**config.mk**
```make
export PLATFORM = sky130hd
export DESIGN_NAME = bus_arbiter
export DESIGN_NICKNAME = d
export VERILOG_FILES = /design/src/rtl/bus_arbiter.sv
export SDC_FILE = /design/constraint.sdc
export NUM_CORES = 1
export LEC_CHECK = 0
export ABC_AREA = 0
export CORE_AREA = 2 2 118 120
export DETAILED_ROUTE_END_ITERATION = 10
export DIE_AREA = 0 0 120 122
export DONT_BUFFER_PORTS = 1
export SYNTH_ARGS = -nofsm -noshare
export SYNTH_HDL_FRONTEND = slang
export SYNTH_SLANG_ARGS = --single-unit
```
**constraint.sdc**
```tcl
create_clock -name clk -period 2.05 [get_ports clk]
set_input_delay 0.205 -clock clk [delete_from_list [all_inputs] [get_ports clk]]
set_output_delay 0.205 -clock clk [all_outputs]
set_load 0.03 [all_outputs]
```
**src/rtl/bus_arbiter.sv**
```systemverilog
// Two-master round-robin arbiter for the shared CPU data bus (master 0 = core, master 1 = DMA).
// One transaction at a time: IDLE -> ACCESS (until ready or timeout) -> RESP (done pulse).
module bus_arbiter #(
  parameter int TIMEOUT = 16
) (
  input  logic        clk,
  input  logic        reset,
  input  logic        m0_req,
  input  logic        m1_req,
  input  logic        m0_we,
  input  logic        m1_we,
  input  logic [31:0] m0_addr,
  input  logic [31:0] m1_addr,
  input  logic [31:0] m0_wdata,
  input  logic [31:0] m1_wdata,
  input  logic [1:0]  m0_size,
  input  logic [1:0]  m1_size,
  output logic        m0_gnt,
  output logic        m1_gnt,
  output logic        m0_done,
  output logic        m1_done,
  output logic        m0_err,
  output logic        m1_err,
  output logic [31:0] m0_rdata,
  output logic [31:0] m1_rdata,
  output logic        busValid,
  input  logic        busReady,
  output logic        busWe,
  output logic [31:0] busAddr,
  output logic [31:0] busWData,
  output logic [1:0]  memSize,
  input  logic [31:0] busRData
);

  localparam int CW = $clog2(TIMEOUT + 2);
  localparam logic [CW-1:0] TMAX    = CW'(TIMEOUT - 1);
  localparam logic [CW-1:0] CNT_ONE = CW'(32'd1);
  localparam bit            TO_EN   = (TIMEOUT != 0);

  typedef enum logic [1:0] {IDLE = 2'd0, ACCESS = 2'd1, RESP = 2'd2} state_t;

  state_t        state_r, state_s;
  logic          owner_r, owner_s;
  logic          last_r, last_s;
  logic          win_s;
  logic [CW-1:0] cnt_r, cnt_s;
  logic          valid_r, valid_s;
  logic          we_r, we_s;
  logic [31:0]   addr_r, addr_s;
  logic [31:0]   wdata_r, wdata_s;
  logic [1:0]    size_r, size_s;
  logic [1:0]    gnt_r, gnt_s;
  logic [1:0]    done_r, done_s;
  logic [1:0]    err_r, err_s;
  logic [31:0]   rdata0_r, rdata0_s;
  logic [31:0]   rdata1_r, rdata1_s;

  // Next-state and next-output logic; every output is computed here and registered below.
  always_comb begin
    state_s  = state_r;
    owner_s  = owner_r;
    last_s   = last_r;
    cnt_s    = cnt_r;
    win_s    = 1'b0;
    valid_s  = valid_r;
    we_s     = we_r;
    addr_s   = addr_r;
    wdata_s  = wdata_r;
    size_s   = size_r;
    gnt_s    = 2'b00;
    done_s   = 2'b00;
    err_s    = 2'b00;
    rdata0_s = rdata0_r;
    rdata1_s = rdata1_r;
    case (state_r)
      IDLE: begin
        if (m0_req || m1_req) begin
          // On a tie the master that did not win last time goes first.
          if (m0_req && m1_req) begin
            win_s = ~last_r;
          end else if (m1_req) begin
            win_s = 1'b1;
          end else begin
            win_s = 1'b0;
          end
          state_s        = ACCESS;
          owner_s        = win_s;
          last_s         = win_s;
          cnt_s          = '0;
          valid_s        = 1'b1;
          gnt_s[win_s]   = 1'b1;
          if (win_s) begin
            we_s    = m1_we;
            addr_s  = m1_addr;
            wdata_s = m1_wdata;
            size_s  = m1_size;
          end else begin
            we_s    = m0_we;
            addr_s  = m0_addr;
            wdata_s = m0_wdata;
            size_s  = m0_size;
          end
        end else begin
          state_s = IDLE;
        end
      end
      ACCESS: begin
        if (busReady) begin
          state_s         = RESP;
          valid_s         = 1'b0;
          we_s            = 1'b0;
          done_s[owner_r] = 1'b1;
          if (we_r) begin
            rdata0_s = rdata0_r;
            rdata1_s = rdata1_r;
          end else if (owner_r) begin
            rdata1_s = busRData;
          end else begin
            rdata0_s = busRData;
          end
        end else if (TO_EN && (cnt_r == TMAX)) begin
          state_s         = RESP;
          valid_s         = 1'b0;
          we_s            = 1'b0;
          done_s[owner_r] = 1'b1;
          err_s[owner_r]  = 1'b1;
          if (owner_r) begin
            rdata1_s = 32'h0000_0000;
          end else begin
            rdata0_s = 32'h0000_0000;
          end
        end else begin
          cnt_s = cnt_r + CNT_ONE;
        end
      end
      RESP: begin
        state_s = IDLE;
      end
      default: begin
        state_s = IDLE;
        valid_s = 1'b0;
        we_s    = 1'b0;
      end
    endcase
  end

  // State and output registers; reset aborts any transaction without a done pulse.
  always_ff @(posedge clk or negedge reset) begin
    if (!reset) begin
      state_r  <= IDLE;
      owner_r  <= 1'b0;
      last_r   <= 1'b1;
      cnt_r    <= '0;
      valid_r  <= 1'b0;
      we_r     <= 1'b0;
      addr_r   <= 32'h0000_0000;
      wdata_r  <= 32'h0000_0000;
      size_r   <= 2'b00;
      gnt_r    <= 2'b00;
      done_r   <= 2'b00;
      err_r    <= 2'b00;
      rdata0_r <= 32'h0000_0000;
      rdata1_r <= 32'h0000_0000;
    end else begin
      state_r  <= state_s;
      owner_r  <= owner_s;
      last_r   <= last_s;
      cnt_r    <= cnt_s;
      valid_r  <= valid_s;
      we_r     <= we_s;
      addr_r   <= addr_s;
      wdata_r  <= wdata_s;
      size_r   <= size_s;
      gnt_r    <= gnt_s;
      done_r   <= done_s;
      err_r    <= err_s;
      rdata0_r <= rdata0_s;
      rdata1_r <= rdata1_s;
    end
  end

  assign m0_gnt   = gnt_r[0];
  assign m1_gnt   = gnt_r[1];
  assign m0_done  = done_r[0];
  assign m1_done  = done_r[1];
  assign m0_err   = err_r[0];
  assign m1_err   = err_r[1];
  assign m0_rdata = rdata0_r;
  assign m1_rdata = rdata1_r;
  assign busValid = valid_r;
  assign busWe    = we_r;
  assign busAddr  = addr_r;
  assign busWData = wdata_r;
  assign memSize  = size_r;

endmodule

```
==> qor.txt <==
pin count of the biggest net entering global routing: 148
TNS Setup: 0 ns
RePlAce Congestion: 0.828
Setup CP Type: flop to flop
total of max-cap violations: 0
Worst Skew: 0.00937 ns
reg-to-reg endpoint: cnt_r[0]$_DFFE_PN0P_
Layout area overhead: 30.1%
H-tree levels: 4
final net count: 751
Syn Inst Count: 490
hold crit path type: input pin to asynchronous set/reset pin
post-route ant nets: 0
dominant cell type by area after synthesis: dfrtp_1
Starting Density: 0.466
fin util: 0.606
top cells by area, synth: dfrtp_1, a221o_1, mux2_1, mux2_2, and3_1
crit path cell chain: ha_2, and3_4, ha_4, or4b_4, o21ai_4, mux2_4
initial antenna violation count: 3
Yosys warnings: 0
maximum VDD drop: 0.827 mV
routed via count: 4631
Post-synth EDFFs: 0
initial DRC count: 358
Core Box Area: 0.0135 sq mm
die area: 0.0146 sq mm
distinct cell type count after synthesis: 39
Synthesized Nets: 663
Clock Sink Count: 147
worst-path cell with the longest stage delay: or4b_4
outcome: finished with violations
Die W: 120 microns
slowest cell delay on critical path: 0.56 ns
unrepaired setup endpoints after global routing: yes
CTS Buf Count: 17
failing checks: negative hold slack
measured slew at the worst slew-check pin: 1.19 ns
CTS Buffer Depth: 2
1st-pass router iterations: 4
Final min period: 2.03 ns
crit path max fanout: 5
total congestion overflow: 0
pwr dens: 1800 mW/mm^2
final setup violation count: 0
clk slew on worst S/H paths: 0.06 ns
largest delay contributor family on the critical path: simple AND/OR/NAND/NOR gates
sequential element share of the synthesized area: 0.585
DP HPWL: 10500 microns
Rows: 43
flop2flop setup slack: 0.02 ns
Die Ht: 122 microns
critical path arrival: 2.32 ns
R2R depth: 6
CTS root buffer: clkbuf_16
predominant post-synthesis flop cell: dfrtp_1
TritonCTS clock tree: done
CP endpoint kind: flop
IO Port Bufs: 0
# DRC: 0
Critical path buffers and inverters: 0
Worst-Skew Late Latency: 0.42 ns
Fmax: 494 MHz
Seq cells post-synth: 147
per-cell routed wire length: 22.9 microns
layout cells sized above 1: 0.183
max-slew violations: 0
first-pass GRT wire length: 26500 microns
CP required: 2.35 ns
vias in the first global route: 4799
leakage: 0.00372 uW
IO Count: 309
hold_ws: -0.515 ns
Async SR Flop Fraction: 1.00
crit start category: flop
share of Yosys cell area claimed by the top area cell type: 0.581
post-synthesis cell area: 0.00629 sq mm
GRT Util Overall: 0.236
reg2reg start: cnt_r[0]$_DFFE_PN0P_
Slew HR: 0.201
Vias/cell: 6.00
Hold Fails Final Rpt: 147
Power Total: 14700 uW
final worst path period share: 0.988
syn_area_per_cell: 12.8 sq um
WL final: 17700 microns
worst register-to-register path: stages, from the launching register on:
cell and delay [ns]:
dfrtp_1 0.38, ha_2 0.19, and3_4 0.18, ha_4 0.17
or4b_4 0.56, o21ai_4 0.11, mux2_4 0.32
synthesized netlist by cell type, types with 2 or more instances:
cell,n
dfrtp_1,146
and3_1,43
a221o_1,42
mux2_1,34
and2_1,33
mux2_2,32
nand2_1,26
a211oi_1,25
a2bb2oi_1,24
clkbuf_1,22
buf_2,13
nor2_1,8
inv_1,4
o21ai_0,4
buf_4,3
nand2b_1,3
nor3_1,3
a21o_1,2
ha_1,2
o21ai_2,2
cell families (layout without fill, tap and decap cells):
group | count (synthesis) | count (layout) | share of synthesized area
adder cells (fa/ha/maj) | 2 | 2 | 0.00398
flip-flops | 147 | 147 | 0.585
multiplexers | 66 | 66 | 0.118
other | 0 | 3 | 0
AO/OA/AOI/OAI | 107 | 108 | 0.149
buffers and inverters | 44 | 142 | 0.0318
AND/OR/NAND/NOR | 124 | 124 | 0.111
layer usage:
layer / GRT usage / vias to the layer above / share of wire
met3: 0.0857 / 39 / 0.081
met2: 0.388 / 246 / 0.51
met1: 0.280 / 2335 / 0.39
met4: 0.0985 / 0 / 0.025
met5: 0 / - / 0
li1: - / 2011 / -
cell type report:
type	count	area, sq um
tap	180	225
clock inverter	9	153
antenna	3	7.51
fill	1051	5320
inverter	4	15.0
multi-input combinational	300	2520
sequential	147	3680
timing repair buffer	108	1100
clock buffer	21	480
worst max-delay path by stage:
| stage | start | end | depth (start not counted) |
|---|---|---|---|
| global route | cnt_r[0]$_DFFE_PN0P_ | cnt_r[3]$_DFFE_PN0P_ | 6 |
| detailed placement | cnt_r[0]$_DFFE_PN0P_ | cnt_r[0]$_DFFE_PN0P_ | 6 |
| global placement | cnt_r[0]$_DFFE_PN0P_ | cnt_r[4]$_DFFE_PN0P_ | 6 |
| floorplan | cnt_r[0]$_DFFE_PN0P_ | cnt_r[0]$_DFFE_PN0P_ | 6 |
| finish | cnt_r[0]$_DFFE_PN0P_ | cnt_r[0]$_DFFE_PN0P_ | 6 |
| CTS | cnt_r[1]$_DFFE_PN0P_ | cnt_r[0]$_DFFE_PN0P_ | 6 |
timing repair:
item,in CTS,in global routing
setup endpoints to repair,29,82
hold buffers,81,1
pin swaps,6,4
hold endpoints to repair,214,148
resized for setup,13,3
buffers inserted,7,1
cloned,2,1
cell usage in the layout, fill, tap and decap left out, types with 24 or more instances in the layout:
cell type        n
dfrtp_1        146
dlygate4sd3_1   82
and3_1          42
a221o_1         42
and2_1          33
mux2_1          33
mux2_2          30
nand2_1         26
a211oi_1        25
a2bb2oi_1       24
metrics by stage:
stage	worst slack (ns)	instances	instance area, sq um
after floorplan	0.0107	490	6290
after global placement	-0.00260	646	6530
after detailed placement	-0.0765	646	6530
after CTS	0.0333	766	8130
after global routing	-0.0130	772	8180
final	0.0247	772	8180
power breakdown:
part	internal, uW	switching [uW]	total (uW)
Sequential	4250	3770	8020
Clock	2150	1170	3320
Combinational	1840	1510	3350
registers in the layout, summed over array words and instances (netlist names), 2 cells and up:
name / cells
gnt_r: 2
m1_rdata: 32
err_r: 2
m0_rdata: 32
state_r: 2
cnt_r: 5
done_r: 2
memSize: 2
busAddr: 32
busWData: 32
(Power assumes the default switching activity.)
